===== src/rtl/logic_unit_seq_if.sv =====
// Handshake bundle for logic_unit_seq: operation request port and result port.
// Latency: none (wires only).
// Backpressure: in_ready/out_ready carry flow control in each direction.
interface logic_unit_seq_if #(
  parameter int WIDTH = 16
);
  logic             in_valid;
  logic             in_ready;
  logic [WIDTH-1:0] A;
  logic [WIDTH-1:0] B;
  logic [2:0]       F;
  logic             out_valid;
  logic             out_ready;
  logic [WIDTH-1:0] Out;
  logic             Z;
  logic             N;
  logic             P;
  logic             busy;

  // Producer of operations / consumer of results
  modport master (
    output in_valid, A, B, F, out_ready,
    input  in_ready, out_valid, Out, Z, N, P, busy
  );

  // The logic unit itself
  modport slave (
    input  in_valid, A, B, F, out_ready,
    output in_ready, out_valid, Out, Z, N, P, busy
  );
endinterface


===== src/rtl/logic_unit_seq.sv =====
// Registered bitwise logic unit (AND/OR/XOR/NOT/NAND/NOR/XNOR/ROL) with Z/N/P flags.
// Latency: 1 cycle, except ROL by n>0 which takes n cycles (one bit per cycle).
// Backpressure: single output slot; in_ready drops while rotating or while the slot is full and not draining.
module logic_unit_seq #(
  parameter int WIDTH = 16
) (
  input  logic           clk,
  input  logic           rst_n,
  logic_unit_seq_if.slave bus
);

  localparam int AW = $clog2(WIDTH);

  typedef enum logic {
    IDLE = 1'b0,
    ROT  = 1'b1
  } state_t;

  state_t           r_state;
  logic [WIDTH-1:0] r_sh;
  logic [AW-1:0]    r_cnt;
  logic [WIDTH-1:0] r_out;
  logic             r_z;
  logic             r_n;
  logic             r_p;
  logic             r_ovld;

  logic             w_in_ready;
  logic             w_accept;
  logic [AW-1:0]    w_amt;
  logic             w_is_rol;
  logic [WIDTH-1:0] w_res;
  logic [WIDTH-1:0] w_rot;
  logic             w_ld_en;
  logic [WIDTH-1:0] w_ld_val;

  // Accept only when idle and the output slot is empty or draining this edge.
  assign w_in_ready = rst_n & (r_state == IDLE) & (~r_ovld | bus.out_ready);
  assign w_accept   = bus.in_valid & w_in_ready;
  assign w_amt      = bus.B[AW-1:0];
  assign w_is_rol   = (bus.F == 3'b111);
  assign w_rot      = {r_sh[WIDTH-2:0], r_sh[WIDTH-1]};

  // Single-cycle result for the accepted opcode; ROL here only covers the zero-amount case.
  always_comb begin
    w_res = '0;
    case (bus.F)
      3'b000:  w_res = bus.A & bus.B;
      3'b001:  w_res = bus.A | bus.B;
      3'b010:  w_res = bus.A ^ bus.B;
      3'b011:  w_res = ~bus.A;
      3'b100:  w_res = ~(bus.A & bus.B);
      3'b101:  w_res = ~(bus.A | bus.B);
      3'b110:  w_res = ~(bus.A ^ bus.B);
      default: w_res = bus.A;
    endcase
  end

  // Output slot load: immediate ops from IDLE, or the final rotate step from ROT.
  always_comb begin
    w_ld_en  = 1'b0;
    w_ld_val = w_res;
    if (r_state == ROT) begin
      w_ld_en  = (r_cnt == AW'(1));
      w_ld_val = w_rot;
    end else begin
      w_ld_en  = w_accept & (~w_is_rol | (w_amt == '0));
    end
  end

  // Control FSM, rotate datapath and output slot with flags.
  always_ff @(posedge clk or negedge rst_n) begin
    if (!rst_n) begin
      r_state <= IDLE;
      r_sh    <= '0;
      r_cnt   <= '0;
      r_out   <= '0;
      r_z     <= 1'b0;
      r_n     <= 1'b0;
      r_p     <= 1'b0;
      r_ovld  <= 1'b0;
    end else begin
      // Drain first; a load on the same edge overrides and keeps the slot valid.
      if (r_ovld && bus.out_ready) begin
        r_ovld <= 1'b0;
      end
      case (r_state)
        IDLE: begin
          if (w_accept && w_is_rol && (w_amt != '0)) begin
            r_sh    <= bus.A;
            r_cnt   <= w_amt;
            r_state <= ROT;
          end
        end
        ROT: begin
          r_sh  <= w_rot;
          r_cnt <= r_cnt - AW'(1);
          if (r_cnt == AW'(1)) begin
            r_state <= IDLE;
          end
        end
        default: r_state <= IDLE;
      endcase
      if (w_ld_en) begin
        r_out  <= w_ld_val;
        r_z    <= (w_ld_val == '0);
        r_n    <= w_ld_val[WIDTH-1];
        r_p    <= ~(^w_ld_val);
        r_ovld <= 1'b1;
      end
    end
  end

  assign bus.in_ready  = w_in_ready;
  assign bus.out_valid = r_ovld;
  assign bus.Out       = r_out;
  assign bus.Z         = r_z;
  assign bus.N         = r_n;
  assign bus.P         = r_p;
  assign bus.busy      = (r_state == ROT);

endmodule


===== src/flat_wrapper.sv =====
// flat-port wrapper written by rule: the top's interface ports become plain ports
module logic_unit_seq_flat 
#(
  parameter int WIDTH = 16
)
  (clk, rst_n, bus_in_valid, bus_A, bus_B, bus_F, bus_out_ready, bus_in_ready, bus_out_valid, bus_Out, bus_Z, bus_N, bus_P, bus_busy);
  logic_unit_seq_if #(.WIDTH(WIDTH)) bus_i ();
  input  logic clk;
  input  logic rst_n;
  input wire logic [$bits(bus_i.in_valid)-1:0] bus_in_valid;
  input wire logic [$bits(bus_i.A)-1:0] bus_A;
  input wire logic [$bits(bus_i.B)-1:0] bus_B;
  input wire logic [$bits(bus_i.F)-1:0] bus_F;
  input wire logic [$bits(bus_i.out_ready)-1:0] bus_out_ready;
  output wire logic [$bits(bus_i.in_ready)-1:0] bus_in_ready;
  output wire logic [$bits(bus_i.out_valid)-1:0] bus_out_valid;
  output wire logic [$bits(bus_i.Out)-1:0] bus_Out;
  output wire logic [$bits(bus_i.Z)-1:0] bus_Z;
  output wire logic [$bits(bus_i.N)-1:0] bus_N;
  output wire logic [$bits(bus_i.P)-1:0] bus_P;
  output wire logic [$bits(bus_i.busy)-1:0] bus_busy;
  assign bus_i.in_valid = bus_in_valid;
  assign bus_i.A = bus_A;
  assign bus_i.B = bus_B;
  assign bus_i.F = bus_F;
  assign bus_i.out_ready = bus_out_ready;
  assign bus_in_ready = bus_i.in_ready;
  assign bus_out_valid = bus_i.out_valid;
  assign bus_Out = bus_i.Out;
  assign bus_Z = bus_i.Z;
  assign bus_N = bus_i.N;
  assign bus_P = bus_i.P;
  assign bus_busy = bus_i.busy;
  logic_unit_seq #(.WIDTH(WIDTH)) u_core (.clk(clk), .rst_n(rst_n), .bus(bus_i));
endmodule

===== config.mk =====
export PLATFORM = sky130hd
export DESIGN_NAME = logic_unit_seq_flat
export DESIGN_NICKNAME = d
export VERILOG_FILES = /design/src/rtl/logic_unit_seq_if.sv /design/src/rtl/logic_unit_seq.sv /design/src/flat_wrapper.sv
export SDC_FILE = /design/constraint.sdc
export NUM_CORES = 1
export LEC_CHECK = 0
export ABC_AREA = 1
export CAP_MARGIN = 0
export CORE_UTILIZATION = 35
export CTS_CLUSTER_DIAMETER = 50
export DETAILED_ROUTE_END_ITERATION = 7
export PLACE_DENSITY = 0.57
export SETUP_SLACK_MARGIN = 0.05
export SLEW_MARGIN = 20
export SYNTH_ARGS = -nofsm -noshare
export SYNTH_HDL_FRONTEND = slang
export SYNTH_SLANG_ARGS = --single-unit

===== constraint.sdc =====
create_clock -name clk -period 2.65 [get_ports clk]
set_input_delay 0.265 -clock clk [delete_from_list [all_inputs] [get_ports clk]]
set_output_delay 0.265 -clock clk [all_outputs]
set_load 0.1 [all_outputs]

==> run_results.csv <==
group,metric,value,unit
timing,fin_skew,4.48,ps
outcome,outcome,"complete, no violations",
setup_path,cp_max_fo,2,
synthesis,synth_top_family_by_area,"simple AND/OR/NAND/NOR gates",
pwr,power.density,849,nW/µm²
setup_path,reg2reg_to,"u_core.bus.P",
setup_path,reg2regPathDepth,11,
final_layout,final_common_cell,"nand2_1",
routing,ant_nets,0,
grt,overflow,0,
grt,grt_start_max_net_pins,50,
cts,cts_root_buf,"clkbuf_16",
timing,maxSlewHeadroom,64.5,%
synthesis,synth_nets,739,
setup_path,critical_path_arrival,2560,ps
routing,wl_per_cell,14.1,µm
synthesis,synthXorXnorAreaFrac,1.70,%
final_layout,antenna_cells,0,
pwr,intPower,2.24,mW
timing,worstMarginPinSlew,533,ps
cts,cts_buffers,5,
synthesis,syn_area,4120,µm²
floorplanning,coreArea,11400,µm²
routing,vias,4505,
placement,port_buffers,60,
synthesis,ys_seq_area_share,24.3,%
cts,clk_path_buf_depth,2,
final_layout,final_nets,851,
final_layout,fillers,1229,
synthesis,synth_adder_area_share,12.8,%
final_layout,instances_no_fill,914,
worst_hold_path,hp-class,"in2async",
synthesis,muxShareOfSynthArea,0.243,%
routing,first_pass_iters,4,
final_layout,final_cell_mix,"239 x nand2_1, 96 x inv_1, 92 x buf_4",
cts,htreeDepth,2,
pwr,comb_power_share,65.3,%
setup_path,startpoint_type,"input pin",
synthesis,avgSynthCellArea,6.25,µm²
synthesis,synth-compound-area-share,2.89,%
run,max_cap_violations,0,
timing,min_period,2380,ps
setup_path,setup.worst_path.class,"in2reg",
cts,cts_tree,"done",
final_layout,syn_to_final_growth,36.0,%
cts,insertion_delay,290,ps
grt,grt_pass1_vias,4464,
pwr,sw_frac_of_total,52.8,%
grt,grt_pass1_wl,21.5,mm
synthesis,synth-simple-area-share,43.8,%
cts,post_cts_buffers,0,
pwr,peakVddDrop,0.708,mV
floorplanning,start_util,36.0,%
cts,path_clk_slew,60,ps
floorplanning,die_w,110,µm
pwr,seq_power_share,21.7,%
floorplanning,die_y,110,µm
synthesis,ys_types,27,
timing,rsz0062_at_grt,"false",
synthesis,ys.warnings.count,0,
placement,dp_hpwl,9.52,mm
floorplanning,die_area,12200,µm²
timing,setup_viol,0,
pwr,power_frac_clock,13.0,%
routing,drc,0,
final_layout,final_util,49.0,%
timing,finalCritPeriodShare,90.0,%
pwr,p_switching,2.51,mW
cts,clock-sinks,40,
routing,viasPerCell,4.93,
synthesis,syn_inst,658,
timing,whs,67.4,ps
synthesis,synthFlopType,"dfrtp_1",
setup_path,r2r_slack,380,ps
synthesis,synth_edf_count,0,
grt,grt_antenna_before_repair,0,
synthesis,async_reset_ff_share,100,%
routing,drtIter0Drc,281,
floorplanning,pin_count,61,
setup_path,end_kind,"flip-flop",
timing,fmax,419,MHz
setup_path,critPathRequiredTime,2830,ps
floorplanning,num_rows,39,
placement,gp_congestion,0.949,
placement,placedCellCount,903,
routing,routed_wl,12.8,mm
grt,grt.total_usage,21.5,%
synthesis,yosys_register_bits,40,
pwr,p_leak,3.25,nW
timing,slew_viol_final,0,
setup_path,r2r-start,"u_core.bus.busy",
timing,hold_violations,0,
final_layout,drive_gt1_share,17.5,%
layout make-up:
| type | instances | area, µm² | area share (%) |
|---|---|---|---|
| clock buffers | 6 | 139 | 2.48 |
| well taps | 143 | 179 | 3.20 |
| clock inverters | 2 | 10.0 | 0.179 |
| inverters | 100 | 378 | 6.75 |
| repair buffers | 144 | 1330 | 23.7 |
| multi-input cells | 479 | 2560 | 45.8 |
| flip-flops and latches | 40 | 1000 | 17.9 |
metal layers:
layer | global-route usage, % | wire length, µm | part of all wire, %
met1 | 27.1 | 5720 | 45
met2 | 37.6 | 6330 | 49
met3 | 3.35 | 502 | 3.9
met4 | 6.67 | 289 | 2.2
met5 | 0 | 0 | 0
through the flow:
step	instance area, µm²	total power, mW	TNS [ps]	worst slack [ps]
3_3_place_gp	5350	4.05	-128	-128
5_1_grt	5600	5.10	0	30.3
2_1_floorplan	4120	3.20	0	197
6_report	5600	4.75	0	265
3_5_place_dp	5350	4.08	-170	-170
4_1_cts	5500	4.71	0	119
power by group through the flow:
stage	clock, mW	combinational (mW)	sequential, mW
floorplan	0	1.33	1.87
finish	0.616	3.10	1.03
detailed placement	0	3.04	1.04
global placement	0	3.02	1.03
global route	0.658	3.38	1.06
CTS	0.626	3.05	1.03
synth_stat cells, drive strengths merged, types with 3 or more instances:
library cell | count | area, µm²
nand2 | 242 | 916
nand3b | 8 | 60.1
ha | 42 | 526
a21oi | 19 | 95.1
nand3 | 64 | 338
dfrtp | 40 | 1000
nor2 | 40 | 170
inv | 100 | 378
o21ai | 4 | 23.8
xnor2 | 5 | 43.8
nand4 | 50 | 313
xor2 | 3 | 26.3
buf | 31 | 180
clkbuf | 8 | 30.0
critical path, stage by stage:
cell and delay (ps):
clkdlybuf4s50_1 470, inv_1 70, ha_1 280, inv_1 60, nand4_1 90, nand2_1 100, nor2_1 40, nand2_1 40
nand2_1 70, nand2_1 90, inv_1 50, ha_1 320, xnor2_2 240, xor2_1 180, nand2_1 70, nand3_1 60
nand2_1 50
cells by family after synthesis:
group	Yosys count
AND/OR/NAND/NOR	405
buffers and inverters	139
adder cells (fa/ha/maj)	42
flip-flops	40
AO/OA/AOI/OAI	23
XOR/XNOR	8
multiplexers	1
worst max path at each step:
stage | start | end | slack (ps) | cells after the start
final | bus_A[12] | u_core.bus.P | 270 | 17
after floorplan | u_core.bus.busy | u_core.bus.P | 200 | 11
after global placement | bus_F[1] | u_core.bus.P | -130 | 17
after global routing | bus_A[12] | u_core.bus.P | 30 | 17
after CTS | bus_F[0] | u_core.bus.P | 120 | 17
after detailed placement | bus_F[0] | u_core.bus.P | -170 | 17
what timing repair did:
action / CTS / global route
endpoints found under the setup margin: 0 / 1
hold buffers: 0 / 0
resized for setup: 0 / 11
flip-flops by register name, indices dropped and copies added (netlist names):
name and count:
u_core.bus.Z 1, u_core.bus.P 1, u_core.bus.out_valid 1, u_core.bus.Out 16
u_core.r_sh 16, u_core.bus.busy 1, u_core.r_cnt 4
(Power assumes the default switching activity.)
